[src/rtl/lhs_pkg.sv]
// Shared constants and types for the load hazard scoreboard.
package lhs_pkg;

  localparam int LHS_NREG     = 32;
  localparam int LHS_AW       = 5;
  localparam int LHS_MAX_PEND = 4;
  localparam int LHS_CW       = 3;

  // Reason an issue stall was raised; used for perf attribution and debug.
  typedef enum logic [1:0] {
    HZ_NONE = 2'd0,
    HZ_RAW  = 2'd1,
    HZ_WAW  = 2'd2,
    HZ_CAP  = 2'd3
  } hz_cause_e;

endpackage

[src/rtl/lhs_src_check.sv]
// One source-port RAW check against the pending-load scoreboard.
// A writeback landing this cycle is forwarded, so it releases its register.
module lhs_src_check
  import lhs_pkg::*;
#(
  parameter int NREG = LHS_NREG,
  parameter int AW   = LHS_AW
) (
  input  logic [AW-1:0]   src,
  input  logic            src_en,
  input  logic [NREG-1:0] pend_vec,
  input  logic            wb_valid,
  input  logic [AW-1:0]   wb_dest,
  output logic            raw_hit
);

  logic pend_hit;

  // Scoreboard lookup; addresses beyond NREG never match
  always_comb begin
    pend_hit = 1'b0;
    for (int r = 0; r < NREG; r++)
      if (src == AW'(r)) pend_hit = pend_vec[r];
  end

  assign raw_hit = src_en & (src != '0) & pend_hit & ~(wb_valid & (wb_dest == src));

endmodule

[src/rtl/load_hazard_scoreboard.sv]
// Per-register pending-load scoreboard beside decode/issue. Stalls issue on
// RAW, WAW and outstanding-load capacity hazards; flush drops all state.
// Optional build macro LOAD_HAZARD_PERF_EN adds saturating stall-cause
// cycle counters (RAW > WAW > capacity attribution).
module load_hazard_scoreboard
  import lhs_pkg::*;
#(
  parameter int NREG     = LHS_NREG,
  parameter int AW       = LHS_AW,
  parameter int NRD      = 2,
  parameter int MAX_PEND = LHS_MAX_PEND,
  parameter int CW       = LHS_CW
) (
  input  logic              clk,
  input  logic              resetn,
  input  logic              iss_valid,
  input  logic [NRD*AW-1:0] iss_src,
  input  logic [NRD-1:0]    iss_src_en,
  input  logic              iss_load,
  input  logic [AW-1:0]     iss_dest,
  output logic              iss_fire,
  output logic              stall,
  input  logic              wb_valid,
  input  logic [AW-1:0]     wb_dest,
  input  logic              flush,
  output logic [CW-1:0]     pend_cnt,
  output logic [NREG-1:0]   pend_vec
`ifdef LOAD_HAZARD_PERF_EN
  ,
  output logic [31:0]       perf_raw_cyc,
  output logic [31:0]       perf_waw_cyc,
  output logic [31:0]       perf_cap_cyc
`endif
);

  logic [NRD-1:0]  raw_hit;
  logic            raw, waw, cap;
  logic            dest_pend, wb_hit;
  logic            set_en, clr_en;
  logic [CW-1:0]   cnt_eff;
  logic [NREG-1:0] vec_nxt;
  logic [CW-1:0]   cnt_nxt;

  for (genvar k = 0; k < NRD; k++) begin : g_src
    lhs_src_check #(.NREG(NREG), .AW(AW)) u_src (
      .src      (iss_src[k*AW +: AW]),
      .src_en   (iss_src_en[k]),
      .pend_vec (pend_vec),
      .wb_valid (wb_valid),
      .wb_dest  (wb_dest),
      .raw_hit  (raw_hit[k])
    );
  end

  // Scoreboard lookups for the load destination and the writeback register
  always_comb begin
    dest_pend = 1'b0;
    wb_hit    = 1'b0;
    for (int r = 1; r < NREG; r++) begin
      if (iss_dest == AW'(r)) dest_pend = pend_vec[r];
      if (wb_dest  == AW'(r)) wb_hit    = pend_vec[r];
    end
  end

  // A writeback this cycle frees its slot before the capacity test
  assign cnt_eff = pend_cnt - CW'(wb_valid);
  assign raw     = |raw_hit;
  assign waw     = iss_load & (iss_dest != '0) & dest_pend & ~(wb_valid & (wb_dest == iss_dest));
  assign cap     = iss_load & (cnt_eff == CW'(MAX_PEND));
  assign stall    = iss_valid & ~flush & (raw | waw | cap);
  assign iss_fire = iss_valid & ~stall;

  assign set_en = iss_fire & iss_load & (iss_dest != '0);
  assign clr_en = wb_valid & wb_hit;

  // Next scoreboard: clear first so a same-register set wins
  always_comb begin
    vec_nxt = pend_vec;
    for (int r = 1; r < NREG; r++) begin
      if (clr_en && wb_dest  == AW'(r)) vec_nxt[r] = 1'b0;
      if (set_en && iss_dest == AW'(r)) vec_nxt[r] = 1'b1;
    end
    case ({set_en, clr_en})
      2'b10:   cnt_nxt = pend_cnt + 1'b1;
      2'b01:   cnt_nxt = pend_cnt - 1'b1;
      default: cnt_nxt = pend_cnt;
    endcase
  end

  // Scoreboard state; flush overrides any same-cycle set or clear
  always_ff @(posedge clk or negedge resetn) begin
    if (!resetn) begin
      pend_vec <= '0;
      pend_cnt <= '0;
    end else if (flush) begin
      pend_vec <= '0;
      pend_cnt <= '0;
    end else begin
      pend_vec <= vec_nxt;
      pend_cnt <= cnt_nxt;
    end
  end

`ifndef SYNTHESIS
  // A writeback that frees nothing means upstream tracking is out of step
  always @(posedge clk)
    if (resetn && !flush && wb_valid && !wb_hit)
      $error("load_hazard_scoreboard: writeback to non-pending r%0d", wb_dest);
`endif

`ifdef LOAD_HAZARD_PERF_EN
  hz_cause_e cause;

  // Attribute each stall cycle to exactly one cause
  always_comb begin
    cause = HZ_NONE;
    if (stall) begin
      if (raw)      cause = HZ_RAW;
      else if (waw) cause = HZ_WAW;
      else          cause = HZ_CAP;
    end
  end

  // Saturating cause counters; survive flush, cleared only by reset
  always_ff @(posedge clk or negedge resetn) begin
    if (!resetn) begin
      perf_raw_cyc <= '0;
      perf_waw_cyc <= '0;
      perf_cap_cyc <= '0;
    end else begin
      if (cause == HZ_RAW && perf_raw_cyc != '1) perf_raw_cyc <= perf_raw_cyc + 1'b1;
      if (cause == HZ_WAW && perf_waw_cyc != '1) perf_waw_cyc <= perf_waw_cyc + 1'b1;
      if (cause == HZ_CAP && perf_cap_cyc != '1) perf_cap_cyc <= perf_cap_cyc + 1'b1;
    end
  end
`endif

endmodule

[config.mk]
export PLATFORM = sky130hd
export DESIGN_NAME = load_hazard_scoreboard
export DESIGN_NICKNAME = d
export VERILOG_FILES = /design/src/rtl/lhs_pkg.sv /design/src/rtl/lhs_src_check.sv /design/src/rtl/load_hazard_scoreboard.sv
export SDC_FILE = /design/constraint.sdc
export NUM_CORES = 1
export LEC_CHECK = 0
export ABC_AREA = 1
export CAP_MARGIN = 5
export CORE_MARGIN = 5
export CORE_UTILIZATION = 45
export DETAILED_ROUTE_END_ITERATION = 12
export PLACE_DENSITY = 0.72
export SYNTH_ARGS = -nofsm -noshare
export SYNTH_HDL_FRONTEND = slang
export SYNTH_HIERARCHICAL = 1
export SYNTH_SLANG_ARGS = --single-unit
[constraint.sdc]
create_clock -name clk -period 4.6 [get_ports clk]
set_input_delay 1.15 -clock clk [delete_from_list [all_inputs] [get_ports clk]]
set_output_delay 1.15 -clock clk [all_outputs]
set_load 0.05 [all_outputs]
# == Yosys cells after proc, flatten, opt, wreduce, memory -nomap -nowiden ==
# Cells that the tools add are included.
# word_totals
word_cells,478
out_inout_bits,37
reg_bits,34
# op_classes
eq_ne,130
mux,189
bitwise,26
add_sub_neg,3
n_reduce_logical,98
# ops
op,n
$eq A5 B5 Y1 const B,64
$mux W1,186
$eq A5 B4 Y1 const B,32
$reduce_bool A3 Y1,32
$eq A5 B3 Y1 const B,16
$logic_and A1 B1 Y1,62
$eq A5 B2 Y1 const B,8
$mux W32,1
$eq A5 B1 Y1 const B,4
$and A1 B1 Y1,19
$eq A5 B5 Y1,3
$reduce_bool A5 Y1,3
$pmux W3 S2,1
$not A1 Y1,5
$add A3 B1 Y3 const B,1
$eq A3 B3 Y1 const B,1
$mux W3,1
$sub A3 B1 Y3,1
$sub A3 B1 Y3 const B,1
$eq A2 B1 Y1 const B,1
$eq A2 B2 Y1 const B,1
$or A1 B1 Y1,2
$reduce_or A2 Y1,1

# == Depth between registers and ports, before layout ==
# Gate-level depths: netlist of run 1.
# depth
ltp_word,45
mapped_depth,42
ltp_nobuf,41

# == Hierarchy ==
# Netlist of run 1, hierarchy kept.
# by_module_without_submodules
module,cells_each,instances,area_per_inst_um2,seq_area_each_um2
load_hazard_scoreboard,476,1,2812.7,850.8
lhs_src_check,118,2,595.6,0.0

# == Least setup slack after synthesis of run 1 ==
# OpenSTA, ideal clock, no wires.
# synth_path
path_kind,input to output
start,input port iss_src[5]
end,output port iss_fire
cell_stages,30
t_arrival_ns,3.778
path_slack_ns,-0.328
required_time_ns,3.450
path_buffers,1
cell_sequence,buf_4 > inv_2 > nor2_2 > inv_2 > nor2_2 > nand2_1 > or2_1 > nand2_1 > nand2_1 > nand2_1 > nand3_1 > nand2_1 > nand2_1 > nand2_1 > nand4_1 > nand2_1 > nand2_1 > nand2_1 > nand2_1 > nand2_1 > nand3_1 > nand2_1 > nand3_1 > nand2_1 > nand4_1 > nand2_1 > a21oi_1 > a311oi_1 > nand2_1 > a21oi_2
# synth_between
elab_chain_len,40
word_cells_on_any_way,75
classes_between,eq/ne (32); mux (31); bitwise (10); reduce/logical (2)
# synth_rtl
element,line_no,text
from (decl),load_hazard_scoreboard.sv:17,"input logic [NRD*AW-1:0] iss_src,"
$eq A5 B1 Y1,lhs_src_check.sv:23,if (src == AW'(r)) pend_hit = pend_vec[r];
$mux W1 (31 in series),lhs_src_check.sv:23,
$and A1 B1 Y1,lhs_src_check.sv:26,assign raw_hit = src_en & (src != '0) & pend_hit & ~(wb_valid & (wb_dest == src));
$and A1 B1 Y1 *,lhs_src_check.sv:26,
net raw_hit[1],load_hazard_scoreboard.sv:36,logic [NRD-1:0] raw_hit;
$reduce_or A2 Y1 *,load_hazard_scoreboard.sv:67,assign raw = |raw_hit;
$or A1 B1 Y1 * (2 in series),load_hazard_scoreboard.sv:70,assign stall = iss_valid & ~flush & (raw | waw | cap);
$and A1 B1 Y1 *,load_hazard_scoreboard.sv:70,
$not A1 Y1 *,load_hazard_scoreboard.sv:71,assign iss_fire = iss_valid & ~stall;
$and A1 B1 Y1 *,load_hazard_scoreboard.sv:71,
to (decl),load_hazard_scoreboard.sv:21,"output logic iss_fire,"
# The timed path passes the listed nets; every way through them passes the cells marked *.

# == Worst setup path in the final report of run 1 ==
# layout_path
start,input port iss_dest[4]
end,output port stall
# layout_between
elab_chain_len,37
word_cells_on_any_way,72
classes_between,eq/ne (32); mux (31); bitwise (8); reduce/logical (1)
# layout_rtl
element,line_no,text
from (decl),load_hazard_scoreboard.sv:20,"input logic [AW-1:0] iss_dest,"
$eq A5 B1 Y1,load_hazard_scoreboard.sv:60,if (iss_dest == AW'(r)) dest_pend = pend_vec[r];
$mux W1 (31 in series),load_hazard_scoreboard.sv:60,
$and A1 B1 Y1,load_hazard_scoreboard.sv:68,assign waw = iss_load & (iss_dest != '0) & dest_pend & ~(wb_valid & (wb_dest == iss_dest));
$and A1 B1 Y1 *,load_hazard_scoreboard.sv:68,
$or A1 B1 Y1 * (2 in series),load_hazard_scoreboard.sv:70,
$and A1 B1 Y1 *,load_hazard_scoreboard.sv:70,
to (decl),load_hazard_scoreboard.sv:22,"output logic stall,"
# Mark *: on every way between the ends. The rest lies on a longest branch, timed or not.

==> metrics.log, run 1 <==
INFO  metric status = finished with violations
INFO  metric failed_checks = setup timing
INFO  metric core = 0.00868 mm^2
INFO  metric required = 3450 ps
INFO  metric largest_net_degree_at_the_start_of_global_routing = 35
INFO  metric fin_worst_skew = 7.68 ps
INFO  metric initial_utilization = 46.1%
INFO  metric synth_async_sr_flop_share = 100%
INFO  metric worst_slew_margin_rel = 66.2%
INFO  metric chipHeight = 104 um
INFO  metric share_of_post_route_cells_with_drive_strength_above_1 = 29.5%
INFO  metric die-width = 104 um
INFO  metric cp-start-kind = input port
INFO  metric worst_hold_path_type = reg2reg
INFO  metric endpoint_type_of_the_worst_setup_path = output port
INFO  metric grt_first_pass_wirelength = 29000 um
INFO  metric synth.area.top_cells = nand2_1 24%, dfrtp_1 21%, inv_1 7.4%, nor2_1 6.9%, nand4_1 5.8%
INFO  metric floorplan.die_area = 0.0109 mm^2
INFO  metric routed_wl = 18300 um
INFO  metric detail_route.vias_per_cell = 5.61
INFO  metric worst_ep_arrival_time = 3970 ps
INFO  metric critical-path-slowest-cell = dlygate4sd2_1
INFO  metric critical-path-max-stage-delay = 260 ps
INFO  metric finalWeightedCongestion = 1.02
INFO  metric via_count = 5905
INFO  metric fmaxAchievable = 195 MHz
INFO  metric detailedRoute.firstPassIterationCount = 6
INFO  metric yosys_register_bits = 34
INFO  metric utilization = 72.3%
INFO  metric port_buffers = 63
INFO  metric finalHoldViolations = 0
INFO  metric synth-seq-area-share = 21.3%
INFO  metric setup-violations-final = 3
INFO  metric design.final.nets = 974
INFO  metric syn_inst = 712
INFO  metric cellLeakagePower = 0.00291 uW
INFO  metric tritoncts_clock_tree = done
INFO  metric globalRouteOverflowTotal = 0
INFO  metric area_growth_syn_to_layout = 56.7%
INFO  metric track_usage = 32.6%
INFO  metric most_frequently_used_flop_master_after_synthesis = dfrtp_1
INFO  metric synth_enable_flop_cells = 0
INFO  metric post_drt_wl_per_cell = 17.4 um
INFO  metric grt_antenna_before_repair = 0
INFO  metric setup.worst_path.class = in2out
INFO  metric cts_root_buffer = clkbuf_8
INFO  metric diode_count = 0
INFO  metric ant_nets = 0
INFO  metric synth_area_per_cell = 5.62 um^2
INFO  metric syn_area = 0.00400 mm^2
INFO  metric critical_path_peak_fanout = 4
INFO  metric drc = 0
INFO  metric clock-sinks = 34
INFO  metric row_count = 34
INFO  metric cellPowerDensity = 158 mW/mm^2
INFO  metric post_synth_num_cell_types = 42
INFO  metric critPathMostFrequentCell = nand2_1
INFO  metric maxCapViolCount = 0
INFO  metric final.setup.tns = -1060 ps
INFO  metric worstSkewPairLatency = 300 ps
INFO  metric cts_max_level = 2
INFO  metric first_drt_iteration_drcs = 500
INFO  metric max_slew.worst_pin.slew = 505 ps
INFO  metric grt_setup_unrepaired = yes
INFO  metric synth_top_cell_by_area = nand2_1
INFO  metric first_global_vias = 5892
INFO  metric post_route_worst_setup_slack = -520 ps
INFO  metric worst_path_clk_slew = 80 ps
INFO  metric synth_largest_type_area_fraction = 23.6%
INFO  metric number_of_buffers_added_by_the_clock_tree_synthesis_step = 5
INFO  metric post-route-period-util = 111%
INFO  metric timing.final.max_slew_violations = 0
INFO  metric vdd.ir_drop.worst = 0.000128 V
INFO  metric clock_path_buffers = 2
INFO  metric io_pins = 65
INFO  metric final_min_period = 5120 ps
INFO  metric ys_warn_count = 6
INFO  metric post-dp-hpwl = 14300 um
[cells in the final DEF (no fill, tap or decap), drive strengths merged, types with 2 or more instances in the layout]
master         Yosys  layout
o22ai              2       2
clkinvlp           0       2
a21oi             48      48
dlygate4sd2        0       4
nor3              13      13
o21ai             22      22
clkdlybuf4s50      0      43
xor2               2       2
o2111ai            6       6
nand2            254     254
nor4               6       6
nor2              88      88
conb               1       3
nand3             47      47
a221oi             2       2
buf               15     196
nand3b             2       2
or2               13      13
nand4             37      37
xnor2              5       5
clkbuf            11      12
inv               89      89
or4                4       4
or3                2       2
a41oi              2       2
dfrtp             34      34
[Yosys cell counts, types with 2 or more instances]
| cell type | number |
|---|---|
| nand2_1 | 252 |
| inv_1 | 79 |
| nor2_1 | 74 |
| a21oi_1 | 46 |
| nand3_1 | 43 |
| nand4_1 | 37 |
| dfrtp_1 | 34 |
| o21ai_0 | 22 |
| nor3_1 | 13 |
| clkbuf_1 | 11 |
| inv_2 | 10 |
| nor2_2 | 9 |
| or2_2 | 7 |
| buf_2 | 6 |
| nor4_1 | 6 |
| o2111ai_1 | 6 |
| nor2_4 | 5 |
| xnor2_1 | 5 |
| buf_6 | 4 |
| nand3_2 | 4 |
| or4_1 | 4 |
| buf_4 | 3 |
| or2_0 | 3 |
| or2_1 | 3 |
| a21oi_2 | 2 |
| a221oi_1 | 2 |
| a41oi_1 | 2 |
| buf_1 | 2 |
| nand2_2 | 2 |
| o22ai_1 | 2 |
| or3_1 | 2 |
| xor2_1 | 2 |
[per-stage QoR]
step / area, um^2 / setup WS, ps / hold WS [ps] / std cells / power, uW
2_1_floorplan: 4050 / -94.9 / 800 / 714 / 516
3_3_place_gp: 5980 / -980 / 602 / 1029 / 705
3_5_place_dp: 5980 / -1070 / 620 / 1029 / 715
4_1_cts: 6210 / -530 / 634 / 1047 / 972
5_1_grt: 6270 / -793 / 676 / 1053 / 1040
6_report: 6270 / -520 / 647 / 1053 / 990
[critical path, delay by kind of cell]
kind	cells	cell delay, ps
buffers and inverters	4	620
AND/OR/NAND/NOR	25	2190
[state kept, by name, summed over array words and instances, names as in the netlist]
| register | flops |
|---|---|
| pend_vec | 31 |
| pend_cnt | 3 |
[worst paths after layout]
| kind | cells after the start | end | start | slack, ps |
|---|---|---|---|---|
| hold reg to reg | 2 | pend_vec[11] | pend_vec[11] | 650 |
| setup / recovery | 29 | stall | iss_dest[4] | -520 |
| setup reg to reg | 40 | pend_cnt[2] | pend_vec[1] | 600 |
| hold / removal | 2 | pend_vec[11] | pend_vec[11] | 650 |
| max in group asynchronous | 2 | pend_vec[10] | resetn | 3000 |
| min in group asynchronous | 2 | pend_vec[5] | resetn | 1270 |
[cell type report]
cell class	count	area [um^2]
clock buffer	6	82.6
sequential	34	851
clock inverter	2	12.5
multi-input combinational	564	2790
fill	761	2400
tap	108	135
timing repair buffer	249	2050
inverter	90	349
[what timing repair did]
item,CTS,global route
setup buffers,10,6
pin swaps,21,24
hold endpoints to repair,0,0
hold buffers,0,0
resized for setup,65,40
endpoints found under the setup margin,36,30
[power by group]
part,switching [uW],internal (uW),total (uW),leakage (uW)
logic,244,185,428,0.00239
registers,14.6,306,320,0.000472
clock network,122,120,242,0.0000472
total,380,611,990,0.00291
[cell families after synthesis]
group | after synthesis | synth area share, %
AO/OA/AOI/OAI | 85 | 12.0
XOR/XNOR | 7 | 1.53
adder cells (fa/ha/maj) | 2 | 0.812
buffers and inverters | 116 | 12.1
flip-flops | 34 | 21.3
other | 1 | 0.0937
AND/OR/NAND/NOR | 467 | 52.2
[layer usage]
metal	global-route usage [%]	up-vias	wire, um
li1	-	2775	-
met1	39.5	2694	7040
met2	55.1	354	8600
met3	4.59	82	1620
met4	17.9	0	1060
met5	0	-	0
Power figures use the tool's default switching activity.
==> run 2: changes to the inputs <==
--- a/config.mk
+++ b/config.mk
@@ -9,6 +9,7 @@
 export CAP_MARGIN = 5
 export CORE_MARGIN = 5
 export CORE_UTILIZATION = 45
+export CTS_BUF_LIST = sky130_fd_sc_hd__clkbuf_4 sky130_fd_sc_hd__clkbuf_8 sky130_fd_sc_hd__clkbuf_16
 export DETAILED_ROUTE_END_ITERATION = 12
 export PLACE_DENSITY = 0.72
 export SYNTH_ARGS = -nofsm -noshare
==> results of run 2 <==
The final DEF is identical to that of run 1; final timing and power are the same.
